### src/rtl/spi_fifo_sequencer.sv
// spi_fifo_sequencer: pulls words from a TX FIFO, shifts them out on an SPI
// mode-0 link while shifting the response into an RX FIFO. Consecutive words
// are sent as a burst with chip select held low; a CLK_DIV-cycle gap with
// chip select high follows the last word of a burst.
// Build option: define SPI_SEQ_LSB_FIRST_EN to send and receive LSB first
// (default is MSB first); timing is identical in both builds.
module spi_fifo_sequencer #(
  parameter int DATA_WIDTH = 32,
  parameter int CLK_DIV    = 4
) (
  input  logic                  pclk,
  input  logic                  presetn,
  input  logic                  enable,
  input  logic                  empty_tx,
  input  logic [DATA_WIDTH-1:0] fifo_r_data_tx,
  output logic                  read_fifo_tx,
  input  logic                  full_rx,
  output logic                  write_fifo_rx,
  output logic [DATA_WIDTH-1:0] fifo_w_data_rx,
  output logic                  sclk,
  output logic                  mosi,
  input  logic                  miso,
  output logic                  cs_n,
  output logic                  busy
);

  // Counter widths hold CLK_DIV and 2*DATA_WIDTH without wrapping.
  localparam int CNT_W  = $clog2(CLK_DIV + 1);
  localparam int HALF_W = $clog2(2 * DATA_WIDTH + 1);

  localparam logic [CNT_W-1:0]  DIV_LAST  = CNT_W'(CLK_DIV - 1);
  localparam logic [CNT_W-1:0]  CNT_ONE   = CNT_W'(1);
  localparam logic [HALF_W-1:0] HALF_LAST = HALF_W'(2 * DATA_WIDTH - 1);
  localparam logic [HALF_W-1:0] HALF_ONE  = HALF_W'(1);

  typedef enum logic [2:0] {
    IDLE,
    LOAD,
    SETUP,
    SHIFT,
    PUSH,
    GAP
  } state_e;

  state_e                  state_q, state_d;
  logic [CNT_W-1:0]        cnt_q, cnt_d;     // cycles within a phase
  logic [HALF_W-1:0]       half_q, half_d;   // SCLK half-period index; odd = high
  logic [DATA_WIDTH-1:0]   tx_sr_q, tx_sr_d;
  logic [DATA_WIDTH-1:0]   rx_sr_q, rx_sr_d;
  logic                    cs_n_q, cs_n_d;
  logic                    start_ok;

  // Advance the TX register by one bit after the current bit has been sent.
  function automatic logic [DATA_WIDTH-1:0] tx_shift(input logic [DATA_WIDTH-1:0] v);
`ifdef SPI_SEQ_LSB_FIRST_EN
    return {1'b0, v[DATA_WIDTH-1:1]};
`else
    return {v[DATA_WIDTH-2:0], 1'b0};
`endif
  endfunction

  // Insert one received bit so the first bit received lands in the first-sent position.
  function automatic logic [DATA_WIDTH-1:0] rx_shift(input logic [DATA_WIDTH-1:0] v,
                                                     input logic b);
`ifdef SPI_SEQ_LSB_FIRST_EN
    return {b, v[DATA_WIDTH-1:1]};
`else
    return {v[DATA_WIDTH-2:0], b};
`endif
  endfunction

  // A new word may start only if there is data to send and room for the reply.
  assign start_ok = enable && !empty_tx && !full_rx;

  // Next-state logic: phase sequencing, bit shifting and chip-select control.
  always_comb begin
    state_d = state_q;
    cnt_d   = cnt_q;
    half_d  = half_q;
    tx_sr_d = tx_sr_q;
    rx_sr_d = rx_sr_q;
    cs_n_d  = cs_n_q;
    unique case (state_q)
      IDLE: begin
        if (start_ok) state_d = LOAD;
      end
      LOAD: begin
        tx_sr_d = fifo_r_data_tx;
        cs_n_d  = 1'b0;
        cnt_d   = '0;
        state_d = SETUP;
      end
      SETUP: begin
        if (cnt_q == DIV_LAST) begin
          cnt_d   = '0;
          half_d  = '0;
          state_d = SHIFT;
        end else begin
          cnt_d = cnt_q + CNT_ONE;
        end
      end
      SHIFT: begin
        if (cnt_q == DIV_LAST) begin
          cnt_d = '0;
          // Even half ends on a rising edge (sample), odd half on a falling edge (advance).
          if (!half_q[0]) rx_sr_d = rx_shift(rx_sr_q, miso);
          else            tx_sr_d = tx_shift(tx_sr_q);
          if (half_q == HALF_LAST) state_d = PUSH;
          else                     half_d  = half_q + HALF_ONE;
        end else begin
          cnt_d = cnt_q + CNT_ONE;
        end
      end
      PUSH: begin
        // Hold here while the RX FIFO is full; chip select stays low.
        if (!full_rx) begin
          if (start_ok) begin
            state_d = LOAD;
          end else begin
            state_d = GAP;
            cs_n_d  = 1'b1;
            cnt_d   = '0;
          end
        end
      end
      GAP: begin
        if (cnt_q == DIV_LAST) state_d = IDLE;
        else                   cnt_d   = cnt_q + CNT_ONE;
      end
      default: state_d = IDLE;
    endcase
  end

  // State and datapath registers; reset discards any word in flight.
  always_ff @(posedge pclk or negedge presetn) begin
    if (!presetn) begin
      state_q <= IDLE;
      cnt_q   <= '0;
      half_q  <= '0;
      tx_sr_q <= '0;
      rx_sr_q <= '0;
      cs_n_q  <= 1'b1;
    end else begin
      state_q <= state_d;
      cnt_q   <= cnt_d;
      half_q  <= half_d;
      tx_sr_q <= tx_sr_d;
      rx_sr_q <= rx_sr_d;
      cs_n_q  <= cs_n_d;
    end
  end

  assign read_fifo_tx   = (state_q == LOAD);
  assign write_fifo_rx  = (state_q == PUSH) && !full_rx;
  assign fifo_w_data_rx = rx_sr_q;
  assign sclk           = (state_q == SHIFT) && half_q[0];
`ifdef SPI_SEQ_LSB_FIRST_EN
  assign mosi           = tx_sr_q[0];
`else
  assign mosi           = tx_sr_q[DATA_WIDTH-1];
`endif
  assign cs_n           = cs_n_q;
  assign busy           = (state_q != IDLE);

endmodule

### config.mk
export PLATFORM = sky130hd
export DESIGN_NAME = spi_fifo_sequencer
export DESIGN_NICKNAME = d
export VERILOG_FILES = /design/src/rtl/spi_fifo_sequencer.sv
export SDC_FILE = /design/constraint.sdc
export NUM_CORES = 1
export LEC_CHECK = 0
export ABC_AREA = 1
export BUFFER_PORTS_ARGS = -buffer_cell sky130_fd_sc_hd__buf_2
export CORE_AREA = 3 3 87 89
export DETAILED_ROUTE_END_ITERATION = 6
export DIE_AREA = 0 0 90 92
export MAX_ROUTING_LAYER = met4
export PLACE_DENSITY = 0.79
export SYNTH_ARGS = -nofsm -noshare
export SYNTH_HDL_FRONTEND = slang
export SYNTH_SLANG_ARGS = --single-unit
### constraint.sdc
create_clock -name pclk -period 1.8 [get_ports pclk]
set_clock_uncertainty 0.2 [all_clocks]
set_input_delay 0.27 -clock pclk [delete_from_list [all_inputs] [get_ports pclk]]
set_output_delay 0.27 -clock pclk [all_outputs]
set_load 0.05 [all_outputs]
==> flow_summary.yaml <==
setup_path:
  crit_slowest_cell: "dfrtp_1"
  path_max_fanout: 5
  path_class: "flop to output port"
  worst_path_most_repeated_cell: "buf_6"
  required_ns: 1.33
  cp.arrival_ns: 1.37
  endpoint_kind: "output port"
  max_stage_delay_ns: 0.41
  startpoint_type: "flop"
  path_cells: "buf_6, nor2_1, nand2_1, buf_6"
sta:
  rsz0062_at_grt: "true"
  finalSetupViolCount: 3
  worstMarginPinSlew_ns: 0.411
  drv_slew: 0
  clock.fmax_mhz: 545
  hold_viol: 0
  hold_ws_ns: 0.0317
  post-route-period-util: 1.02
  layout_setup_ws_ns: -0.0362
  tns_ns: -0.0701
  fin_crit_ns: 1.84
  slew_headroom: 0.726
floorplan:
  die_height_um: 92
  initial_core_util: 0.553
  die-area_mm2: 0.00828
  core-area_mm2: 0.00683
  die_w_um: 90
  ios: 76
  row_count: 30
clocking:
  cts_tree: "built"
  path_clk_slew_ns: 0.09
  clock_latency_ns: 0.35
  cts_root_buffer: "clkbuf_8"
  h-tree-depth: 3
  numCtsBuffers: 9
  clkSinkCount: 78
  cts_max_path_buffers: 2
synth:
  syn_area_mm2: 0.00378
  yosysWarnings: 0
  syn_avg_cell_area_um2: 7.63
  synth-seq-cells: 78
  seq_area_frac_synth: 0.517
  yosysUniqueCellTypes: 25
  synth.net_count: 537
  syn_inst: 495
status:
  violations: "design-rule violations, negative setup slack"
  status: "finished with violations"
cells_and_area:
  ff_latch_area_mm2: 0.00196
  final.fill_count: 511
  syn_to_final_growth_pct: 32.0
  drive_above_1_share: 0.285
  final_util: 0.730
  multiInputGateArea_mm2: 0.00172
  final_cell_mix: "nand2_1 (197), dfrtp_1 (75), buf_2 (70), nand3_1 (42)"
  diodes: 0
  layout.cells.non_filler: 690
  final_common_cell: "nand2_1"
  fin_nets: 631
flow_run:
  cap_violations: 0
power:
  power.total_uw: 8390
  irDropWorstVdd_uv: 986
  leakagePower_uw: 0.00271
  powerDensity_mw_per_mm2: 1680
route:
  drtAntennaViolNets: 0
  drc: 2
  wl_per_cell_um: 13.4
  vias_per_cell: 5.07
  drt_pass1_iterations: 7
  dr_total_vias: 3499
  drt-initial-drc-count: 210
  wirelength_um: 9230
grt:
  grt_max_degree: 79
  antenna_found_initial: 0
  grt_use_total: 0.221
  overflow: 0
  first_global_vias: 3323
  grt_pass1_wl_um: 14800
placement:
  place_congestion: 0.853
  io_buffer_count: 75
  dp_hpwl_um: 5460
  dp.cells: 656
worst_hold_path:
  hp-class: "input pin to flop"
synth_stat cells:
cell type	count	area [um2]
a22o_1	1	8.76
dfrtp_1	77	1930
nand4_1	4	25.0
ha_1	4	50.1
nand2_1	224	841
a31oi_1	1	6.26
nor2_4	1	11.3
buf_2	4	20.0
o21ai_1	7	35.0
buf_6	3	33.8
o21bai_1	1	7.51
nor2_1	30	113
nand3_1	43	215
inv_2	1	3.75
nand2_2	2	12.5
o21ai_4	1	16.3
buf_4	8	60.1
nor3_1	1	5.00
a21oi_1	17	85.1
o21ai_0	21	105
inv_1	31	116
nand3_2	1	10.0
dfstp_2	1	26.3
or2_2	1	6.26
clkbuf_1	10	37.5
state kept, by name, indices dropped and copies added (netlist names):
signal	count
half_q	7
tx_sr_q	32
fifo_w_data_rx	32
state_q	3
cnt_q	3
cs_n	1
worst max-delay path: cells and delay by family (launching register included):
family	cells	cell delay [ns]
DFF	1	0.41
and+or+nand+nor	2	0.28
buffers and inverters	2	0.33
area by class of cell:
cell class / instances / share of cell area
Tap cell: 96 / 0.0241
Sequential cell: 78 / 0.392
Clock buffer: 11 / 0.0304
Timing Repair Buffer: 108 / 0.161
Inverter: 32 / 0.0269
Multi-Input combinational cell: 360 / 0.344
Clock inverter: 5 / 0.0211
stage by stage:
stage	area, um2	setup slack, ns
after floorplan	3790	0.0233
after global placement	4340	0.149
after detailed placement	4340	0.113
after CTS	4740	-0.0264
after global routing	4990	-0.142
final	4990	-0.0362
power breakdown:
group / total [uW] / leakage [uW] / switching [uW] / internal [uW]
Combinational: 4060 / 0.00157 / 2580 / 1470
Sequential: 2710 / 0.00102 / 396 / 2310
Clock: 1620 / 0.000122 / 628 / 997
Total: 8390 / 0.00271 / 3610 / 4780
logic make-up (layout without fill, tap and decap cells):
kind of cell    after synthesis  in the layout  share of synthesized area
flops                        78             78                      0.517
simple gates                307            307                      0.328
compound gates               49             49                     0.0699
buf+inv                      57            156                     0.0719
fa+ha+maj                     4              4                     0.0132
routing by layer:
layer  share of wire  global-route usage  wire (um)  vias up
li1                -                   -          -     1738
met1            0.42               0.276       3890     1631
met2            0.50               0.357       4620      109
met3           0.057              0.0459        522       21
met4           0.022              0.0867        201        0
met5               0                   -          0        -
worst paths after layout:
| check | end | from | depth (start not counted) | slack (ns) |
|---|---|---|---|---|
| min in group asynchronous | tx_sr_q[4] | presetn | 3 | 0.27 |
| max in group asynchronous | cs_n | presetn | 3 | 0.76 |
| worst max-delay path | busy | state_q[0] | 4 | -0.04 |
| worst min register to register | tx_sr_q[31] | tx_sr_q[31] | 2 | 0.27 |
| worst min-delay path | tx_sr_q[14] | fifo_r_data_tx[14] | 5 | 0.03 |
| worst max register to register | tx_sr_q[29] | state_q[0] | 10 | -0.02 |
repair_timing:
item / 4_1_cts / 5_1_grt
gates resized for setup: 18 / 51
cloned: 0 / 2
hold buffers: 3 / 0
setup endpoints to repair: 4 / 77
pin swaps: 2 / 4
setup buffers: 10 / 5
endpoints found under the hold margin: 79 / 0
Power figures use the tool's default switching activity.
